<file path="src/rtl/mem_req_ctrl_if.sv">
// Bundle of pipeline-side and mem_system-side signals around mem_req_ctrl.
// The controller connects through the slave modport; the environment drives it via master.
interface mem_req_ctrl_if #(
  parameter int CNT_W = 16
);
  logic             req_rd;
  logic             req_wr;
  logic [15:0]      req_addr;
  logic [15:0]      req_data;
  logic             stall_pipe;
  logic             rsp_valid;
  logic [15:0]      rsp_data;
  logic [15:0]      Addr;
  logic [15:0]      DataIn;
  logic             Rd;
  logic             Wr;
  logic [15:0]      DataOut;
  logic             Done;
  logic             Stall;
  logic             CacheHit;
  logic             mem_err;
  logic             err;
  logic [CNT_W-1:0] hit_cnt;
  logic [CNT_W-1:0] miss_cnt;

  modport master (
    output req_rd, req_wr, req_addr, req_data,
    output DataOut, Done, Stall, CacheHit, mem_err,
    input  stall_pipe, rsp_valid, rsp_data,
    input  Addr, DataIn, Rd, Wr,
    input  err, hit_cnt, miss_cnt
  );

  modport slave (
    input  req_rd, req_wr, req_addr, req_data,
    input  DataOut, Done, Stall, CacheHit, mem_err,
    output stall_pipe, rsp_valid, rsp_data,
    output Addr, DataIn, Rd, Wr,
    output err, hit_cnt, miss_cnt
  );
endinterface

</file>
<file path="src/rtl/mem_req_ctrl.sv">
// Single-outstanding memory request controller between the pipeline memory stage
// and mem_system: issues one access, freezes the pipeline, returns data, counts hits/misses.
module mem_req_ctrl #(
  parameter int TIMEOUT = 64,
  parameter int CNT_W   = 16
) (
  input logic           clk,
  input logic           rst,
  mem_req_ctrl_if.slave bus
);

  localparam int TW = $clog2(TIMEOUT + 1);

  typedef enum logic [1:0] {
    IDLE  = 2'd0,
    ISSUE = 2'd1,
    RESP  = 2'd2,
    ERR   = 2'd3
  } state_e;

  state_e           state_q, state_d;
  logic [15:0]      addr_q, addr_d;
  logic [15:0]      data_q, data_d;
  logic [15:0]      rsp_data_q, rsp_data_d;
  logic             rd_q, rd_d;
  logic             wr_q, wr_d;
  logic [TW-1:0]    tmo_q, tmo_d;
  logic [CNT_W-1:0] hit_q, hit_d;
  logic [CNT_W-1:0] miss_q, miss_d;

  logic             req_any_s;
  logic             req_bad_s;
  logic             tmo_last_s;
  logic             stall_pipe_s;
  logic             rsp_valid_s;
  logic             err_s;
  logic             unused_stall_s;

  function automatic logic [CNT_W-1:0] sat_inc(input logic [CNT_W-1:0] v);
    if (v == {CNT_W{1'b1}}) begin
      sat_inc = v;
    end else begin
      sat_inc = v + CNT_W'(1'b1);
    end
  endfunction

  assign req_any_s  = bus.req_rd | bus.req_wr;
  // Conflicting type or odd byte address is refused before anything reaches mem_system.
  assign req_bad_s  = (bus.req_rd & bus.req_wr) | (req_any_s & bus.req_addr[0]);
  assign tmo_last_s = (tmo_q == TW'(TIMEOUT - 1));

  // Mem_system stall is informational; the controller only reacts to Done.
  assign unused_stall_s = bus.Stall;

  // FSM state register.
  always_ff @(posedge clk or negedge rst) begin
    if (!rst) begin
      state_q <= IDLE;
    end else begin
      state_q <= state_d;
    end
  end

  // FSM next-state logic; mem_err outranks Done, and Done outranks the timeout.
  always_comb begin
    state_d = state_q;
    case (state_q)
      IDLE: begin
        if (bus.Done) begin
          state_d = ERR;
        end else if (req_bad_s) begin
          state_d = ERR;
        end else if (req_any_s) begin
          state_d = ISSUE;
        end else begin
          state_d = IDLE;
        end
      end
      ISSUE: begin
        if (bus.mem_err) begin
          state_d = ERR;
        end else if (bus.Done) begin
          state_d = RESP;
        end else if (tmo_last_s) begin
          state_d = ERR;
        end else begin
          state_d = ISSUE;
        end
      end
      RESP: begin
        if (bus.Done) begin
          state_d = ERR;
        end else begin
          state_d = IDLE;
        end
      end
      ERR:     state_d = ERR;
      default: state_d = ERR;
    endcase
  end

  // FSM output decode; stall drops in RESP so the pipeline advances with rsp_valid.
  always_comb begin
    rsp_valid_s  = 1'b0;
    err_s        = 1'b0;
    stall_pipe_s = 1'b0;
    case (state_q)
      IDLE:    stall_pipe_s = req_any_s;
      ISSUE:   stall_pipe_s = 1'b1;
      RESP:    rsp_valid_s  = 1'b1;
      ERR: begin
        err_s        = 1'b1;
        stall_pipe_s = 1'b1;
      end
      default: begin
        err_s        = 1'b1;
        stall_pipe_s = 1'b1;
      end
    endcase
  end

  // Datapath next-state: latch request on issue, capture response and counters on Done.
  always_comb begin
    addr_d     = addr_q;
    data_d     = data_q;
    rsp_data_d = rsp_data_q;
    rd_d       = rd_q;
    wr_d       = wr_q;
    tmo_d      = tmo_q;
    hit_d      = hit_q;
    miss_d     = miss_q;
    case (state_q)
      IDLE: begin
        if (state_d == ISSUE) begin
          addr_d = bus.req_addr;
          data_d = bus.req_data;
          rd_d   = bus.req_rd;
          wr_d   = bus.req_wr;
          tmo_d  = {TW{1'b0}};
        end else begin
          rd_d   = 1'b0;
          wr_d   = 1'b0;
        end
      end
      ISSUE: begin
        tmo_d = tmo_q + TW'(1'b1);
        if (state_d == RESP) begin
          rd_d = 1'b0;
          wr_d = 1'b0;
          if (rd_q) begin
            rsp_data_d = bus.DataOut;
          end else begin
            rsp_data_d = rsp_data_q;
          end
          if (bus.CacheHit) begin
            hit_d = sat_inc(hit_q);
          end else begin
            miss_d = sat_inc(miss_q);
          end
        end else if (state_d == ERR) begin
          rd_d = 1'b0;
          wr_d = 1'b0;
        end else begin
          rd_d = rd_q;
          wr_d = wr_q;
        end
      end
      RESP: begin
        rd_d = 1'b0;
        wr_d = 1'b0;
      end
      ERR: begin
        rd_d = 1'b0;
        wr_d = 1'b0;
      end
      default: begin
        rd_d = 1'b0;
        wr_d = 1'b0;
      end
    endcase
  end

  // Datapath registers; reset abandons any access in flight.
  always_ff @(posedge clk or negedge rst) begin
    if (!rst) begin
      addr_q     <= 16'h0000;
      data_q     <= 16'h0000;
      rsp_data_q <= 16'h0000;
      rd_q       <= 1'b0;
      wr_q       <= 1'b0;
      tmo_q      <= {TW{1'b0}};
      hit_q      <= {CNT_W{1'b0}};
      miss_q     <= {CNT_W{1'b0}};
    end else begin
      addr_q     <= addr_d;
      data_q     <= data_d;
      rsp_data_q <= rsp_data_d;
      rd_q       <= rd_d;
      wr_q       <= wr_d;
      tmo_q      <= tmo_d;
      hit_q      <= hit_d;
      miss_q     <= miss_d;
    end
  end

  assign bus.Addr       = addr_q;
  assign bus.DataIn     = data_q;
  assign bus.Rd         = rd_q;
  assign bus.Wr         = wr_q;
  assign bus.rsp_data   = rsp_data_q;
  assign bus.rsp_valid  = rsp_valid_s;
  assign bus.err        = err_s;
  assign bus.stall_pipe = stall_pipe_s;
  assign bus.hit_cnt    = hit_q;
  assign bus.miss_cnt   = miss_q;

endmodule

</file>
<file path="src/flat_wrapper.sv">
// flat-port wrapper written by rule: the top's interface ports become plain ports
module mem_req_ctrl_flat 
#(
  parameter int TIMEOUT = 64,
  parameter int CNT_W   = 16
)
  (clk, rst, bus_req_rd, bus_req_wr, bus_req_addr, bus_req_data, bus_DataOut, bus_Done, bus_Stall, bus_CacheHit, bus_mem_err, bus_stall_pipe, bus_rsp_valid, bus_rsp_data, bus_Addr, bus_DataIn, bus_Rd, bus_Wr, bus_err, bus_hit_cnt, bus_miss_cnt);
  mem_req_ctrl_if #(.CNT_W(CNT_W)) bus_i ();
  input logic clk;
  input logic rst;
  input wire logic [$bits(bus_i.req_rd)-1:0] bus_req_rd;
  input wire logic [$bits(bus_i.req_wr)-1:0] bus_req_wr;
  input wire logic [$bits(bus_i.req_addr)-1:0] bus_req_addr;
  input wire logic [$bits(bus_i.req_data)-1:0] bus_req_data;
  input wire logic [$bits(bus_i.DataOut)-1:0] bus_DataOut;
  input wire logic [$bits(bus_i.Done)-1:0] bus_Done;
  input wire logic [$bits(bus_i.Stall)-1:0] bus_Stall;
  input wire logic [$bits(bus_i.CacheHit)-1:0] bus_CacheHit;
  input wire logic [$bits(bus_i.mem_err)-1:0] bus_mem_err;
  output wire logic [$bits(bus_i.stall_pipe)-1:0] bus_stall_pipe;
  output wire logic [$bits(bus_i.rsp_valid)-1:0] bus_rsp_valid;
  output wire logic [$bits(bus_i.rsp_data)-1:0] bus_rsp_data;
  output wire logic [$bits(bus_i.Addr)-1:0] bus_Addr;
  output wire logic [$bits(bus_i.DataIn)-1:0] bus_DataIn;
  output wire logic [$bits(bus_i.Rd)-1:0] bus_Rd;
  output wire logic [$bits(bus_i.Wr)-1:0] bus_Wr;
  output wire logic [$bits(bus_i.err)-1:0] bus_err;
  output wire logic [$bits(bus_i.hit_cnt)-1:0] bus_hit_cnt;
  output wire logic [$bits(bus_i.miss_cnt)-1:0] bus_miss_cnt;
  assign bus_i.req_rd = bus_req_rd;
  assign bus_i.req_wr = bus_req_wr;
  assign bus_i.req_addr = bus_req_addr;
  assign bus_i.req_data = bus_req_data;
  assign bus_i.DataOut = bus_DataOut;
  assign bus_i.Done = bus_Done;
  assign bus_i.Stall = bus_Stall;
  assign bus_i.CacheHit = bus_CacheHit;
  assign bus_i.mem_err = bus_mem_err;
  assign bus_stall_pipe = bus_i.stall_pipe;
  assign bus_rsp_valid = bus_i.rsp_valid;
  assign bus_rsp_data = bus_i.rsp_data;
  assign bus_Addr = bus_i.Addr;
  assign bus_DataIn = bus_i.DataIn;
  assign bus_Rd = bus_i.Rd;
  assign bus_Wr = bus_i.Wr;
  assign bus_err = bus_i.err;
  assign bus_hit_cnt = bus_i.hit_cnt;
  assign bus_miss_cnt = bus_i.miss_cnt;
  mem_req_ctrl #(.TIMEOUT(TIMEOUT), .CNT_W(CNT_W)) u_core (.clk(clk), .rst(rst), .bus(bus_i));
endmodule
</file>
<file path="config.mk">
export PLATFORM = sky130hd
export DESIGN_NAME = mem_req_ctrl_flat
export DESIGN_NICKNAME = d
export VERILOG_FILES = /design/src/rtl/mem_req_ctrl_if.sv /design/src/rtl/mem_req_ctrl.sv /design/src/flat_wrapper.sv
export SDC_FILE = /design/constraint.sdc
export NUM_CORES = 1
export LEC_CHECK = 0
export ABC_AREA = 1
export CAP_MARGIN = 25
export CORE_MARGIN = 2
export CORE_UTILIZATION = 43
export DETAILED_ROUTE_END_ITERATION = 16
export HOLD_SLACK_MARGIN = 0.1
export PLACE_DENSITY = 0.76
export REMOVE_ABC_BUFFERS = 1
export SLEW_MARGIN = 10
export SYNTH_ARGS = -nofsm -noshare
export SYNTH_HDL_FRONTEND = slang
export SYNTH_SLANG_ARGS = --single-unit
export TNS_END_PERCENT = 20
</file>
<file path="constraint.sdc">
create_clock -name clk -period 1.42 [get_ports clk]
set_input_delay 0.284 -clock clk [delete_from_list [all_inputs] [get_ports clk]]
set_output_delay 0.284 -clock clk [all_outputs]
set_load 0.01 [all_outputs]
</file>
==> flow_metrics.py <==
metrics = {
    "worst_setup_path": {
        "cpMaxStageDelayCell": "dfrtp_1",
        "path_cells": "ha_4 -> inv_1 -> nor2_2 -> nand2_2 -> nor2_4 -> nor3_1 -> buf_4 -> nand2_1 -> nand2_1",
        "critPathCaptureType": "flop",
        "cp-start-kind": "flop",
        "path_max_fanout": 11,
        "worstPathRequired_ns": 1.68,
        "worstSetupPathType": "reg2reg",
        "slowest_delay_ns": 0.44,
        "cpMostUsedCell": "nand2_1",
        "cp.arrival_ns": 1.75,
    },
    "sta": {
        "max_slew_margin_pct": 65.78,
        "min_period_over_period_pct": 105.0,
        "max_slew.worst_pin.slew_ns": 0.5133,
        "rsz0062_at_grt": "yes",
        "max_freq_mhz": 670.6,
        "maxSlewViolCount": 0,
        "fin_skew_ns": 0.006266,
        "hold_viol": 0,
        "setup_viol": 42,
        "min_period_ns": 1.491,
        "setup_ws_ns": -0.07129,
    },
    "synth": {
        "ys_ff_latch": 91,
        "seq_area_frac_synth_pct": 49.73,
        "ys_types": 25,
        "synth_top_cell_by_area": "dfrtp_1",
        "syn_avg_cell_area_um2": 7.632,
        "synth_top_area_share_pct": 49.73,
        "synth_area_mm2": 0.004579,
        "netlist_instances": 600,
        "synthTopCellsByArea": "dfrtp_1 (50%), nand2_1 (19%), nand3_1 (5.7%)",
        "synth_warnings": 0,
    },
    "global_routing": {
        "grt_first_pass_wirelength_um": 21150,
        "grt_pass1_vias": 4593,
        "grt_max_degree": 92,
        "antenna_found_initial": 0,
        "grt_util_all_layers_pct": 22.89,
        "overflow": 0,
    },
    "layout": {
        "insertedDiodeCount": 0,
        "area_growth_syn_to_layout_pct": 53.28,
        "utilization_pct": 67.99,
        "fin_nets": 872,
        "drive_gt1_share_pct": 21.27,
    },
    "cts": {
        "cts_sinks": 91,
        "htree_levels": 3,
        "cts_root_buf": "clkbuf_8",
        "clkLatencyLatePin_ns": 0.37,
        "cts_made_buffers": 9,
        "clk_pin_slew_ns": 0.09,
        "cts_tree": "done",
        "cts_buffer_depth": 2,
    },
    "routing": {
        "drtIter0Drc": 166,
        "final_antenna_net_count": 0,
        "drc": 0,
        "via_per_inst": 4.821,
        "vias": 4599,
        "firstDrtPassIters": 4,
        "wl_um": 12750,
        "wl_per_cell_um": 13.36,
    },
    "run_status": {
        "status": "finished, violations left",
        "failed_checks": "setup timing",
    },
    "die": {
        "coreArea_mm2": 0.01032,
        "start_util_pct": 44.36,
        "dieWidth_um": 107.2,
        "rows": 37,
        "pin_count": 141,
        "fp.dieArea_mm2": 0.01149,
        "dieHeight_um": 107.2,
    },
    "power_and_ir_drop": {
        "p_sw_share_pct": 29.60,
        "power.internal_uw": 4532,
        "p_seq_share_pct": 45.8,
        "peakVddDrop_uv": 473.4,
        "p_per_area_mw_per_mm2": 917.1,
        "total_leakage_power_uw": 0.003878,
        "switching_power_uw": 1906,
        "combPwrFrac_pct": 23.7,
        "report.power.total_uw": 6438,
        "clockPowerShare_pct": 30.5,
    },
    "min_path": {
        "min_path_type": "in2reg",
    },
    "placement": {
        "gp_congestion": 0.9236,
        "hpwl_um": 8773,
        "io_buffers": 139,
    },
    "flow_run": {
        "maxCapViolations": 0,
    },
}
## worst paths after layout
kind	cells after the start	start	slack, ns	endpoint
worst min register to register	2	u_core.bus.rsp_data[10]	0.48	u_core.bus.rsp_data[10]
worst max-delay path	9	u_core.bus.miss_cnt[1]	-0.07	u_core.bus.miss_cnt[14]
max in group asynchronous	3	rst	0.51	u_core.bus.hit_cnt[5]
worst max register to register	9	u_core.bus.miss_cnt[1]	-0.07	u_core.bus.miss_cnt[14]
min in group asynchronous	3	rst	0.47	u_core.bus.hit_cnt[6]
worst min-delay path	4	bus_req_wr	0.37	u_core.bus.Wr
## area by class of cell
cell class	instances	area [um2]
Sequential cell	91	2290
Clock inverter	6	90.09
Tap cell	136	170.2
Clock buffer	10	127.6
Fill cell	854	3304
Timing Repair Buffer	220	1967
Inverter	66	267.8
Multi-Input combinational cell	425	2107
## per-stage QoR
step | setup WS, ns | hold WS [ns] | std cells | TNS (ns) | area [um2]
after floorplan | -0.7050 | -0.01159 | 582 | -37.94 | 4471
after global placement | -0.4559 | 0.3678 | 903 | -31.68 | 6425
after detailed placement | -0.4862 | 0.3790 | 903 | -35.66 | 6425
after CTS | -0.1081 | 0.4360 | 943 | -0.2643 | 6755
after global routing | -0.1557 | 0.3696 | 954 | -7.308 | 7019
final | -0.07129 | 0.3670 | 954 | -1.019 | 7019
## critical path: cells and delay by family, from the launching register on
family | cells | cell delay, ns
flops | 1 | 0.44
fa+ha+maj | 1 | 0.17
buf+inv | 2 | 0.23
simple gates | 6 | 0.53
## power groups by stage
stage                     combinational [uW]  sequential, uW  clock, uW
after floorplan                          493            3020          0
after global placement                  1280            2970          0
after detailed placement                1320            2980          0
after CTS                               1360            2920       1980
after global routing                    1700            2980       2080
final                                   1530            2950       1970
## cell usage after synthesis
| master | instances |
|---|---|
| buf_6 | 3 |
| inv_2 | 4 |
| inv_1 | 62 |
| nand2_2 | 7 |
| nand4_1 | 11 |
| buf_2 | 6 |
| nor3_1 | 2 |
| nor2_4 | 5 |
| xnor2_1 | 6 |
| nand4_2 | 1 |
| dfrtp_1 | 91 |
| nand3_1 | 52 |
| clkbuf_1 | 6 |
| a21oi_1 | 4 |
| nor3_4 | 1 |
| ha_1 | 3 |
| o21ai_1 | 33 |
| nor2_2 | 4 |
| xor2_1 | 7 |
| buf_4 | 3 |
| nand2_1 | 233 |
| or2_2 | 2 |
| nand2_4 | 2 |
| nor2_1 | 43 |
| o21ai_0 | 9 |
## flip-flops by register name, summed over array words and instances, names as in the netlist, 2 cells and up
name / cells
u_core.bus.DataIn: 16
u_core.bus.miss_cnt: 16
u_core.tmo_q: 7
u_core.bus.Addr: 16
u_core.bus.hit_cnt: 16
u_core.state_q: 2
u_core.bus.rsp_data: 16
## metal layers
layer / vias to the layer above / wire length (um) / GRT usage [%]
li1: 2294 / - / -
met1: 2121 / 5382 / 27.88
met2: 163 / 6174 / 39.20
met3: 21 / 959 / 6.201
met4: 0 / 231 / 7.514
met5: - / 0 / 0
## cell usage in the layout (no fill, tap or decap), types with 7 or more instances in the layout
| master | count |
|---|---|
| o21ai_1 | 34 |
| clkbuf_8 | 9 |
| nor2_4 | 9 |
| dfrtp_1 | 81 |
| nand4_1 | 11 |
| xor2_1 | 7 |
| nor2_2 | 11 |
| nand2_4 | 7 |
| dlygate4sd2_1 | 73 |
| nand2_2 | 14 |
| clkdlybuf4s50_1 | 52 |
| o21ai_0 | 7 |
| buf_4 | 68 |
| buf_2 | 7 |
| nor2_1 | 32 |
| nand3_1 | 48 |
| dfrtp_2 | 10 |
| inv_1 | 62 |
| buf_6 | 11 |
| nand2_1 | 220 |
## logic make-up after synthesis
family | after synthesis | synth area share [%]
AO/OA/AOI/OAI | 46 | 5.027
XOR/XNOR | 13 | 2.486
adder cells (fa/ha/maj) | 3 | 0.8198
buffers and inverters | 84 | 7.787
flip-flops | 91 | 49.73
AND/OR/NAND/NOR | 363 | 34.15
## what timing repair did
item,4_1_cts,5_1_grt
hold buffers,1,0
hold endpoints to repair,91,0
pin swaps,5,8
setup buffers,23,12
resized for setup,133,57
endpoints found under the setup margin,163,93
Note: power is estimated with default switching activity, not from simulation.
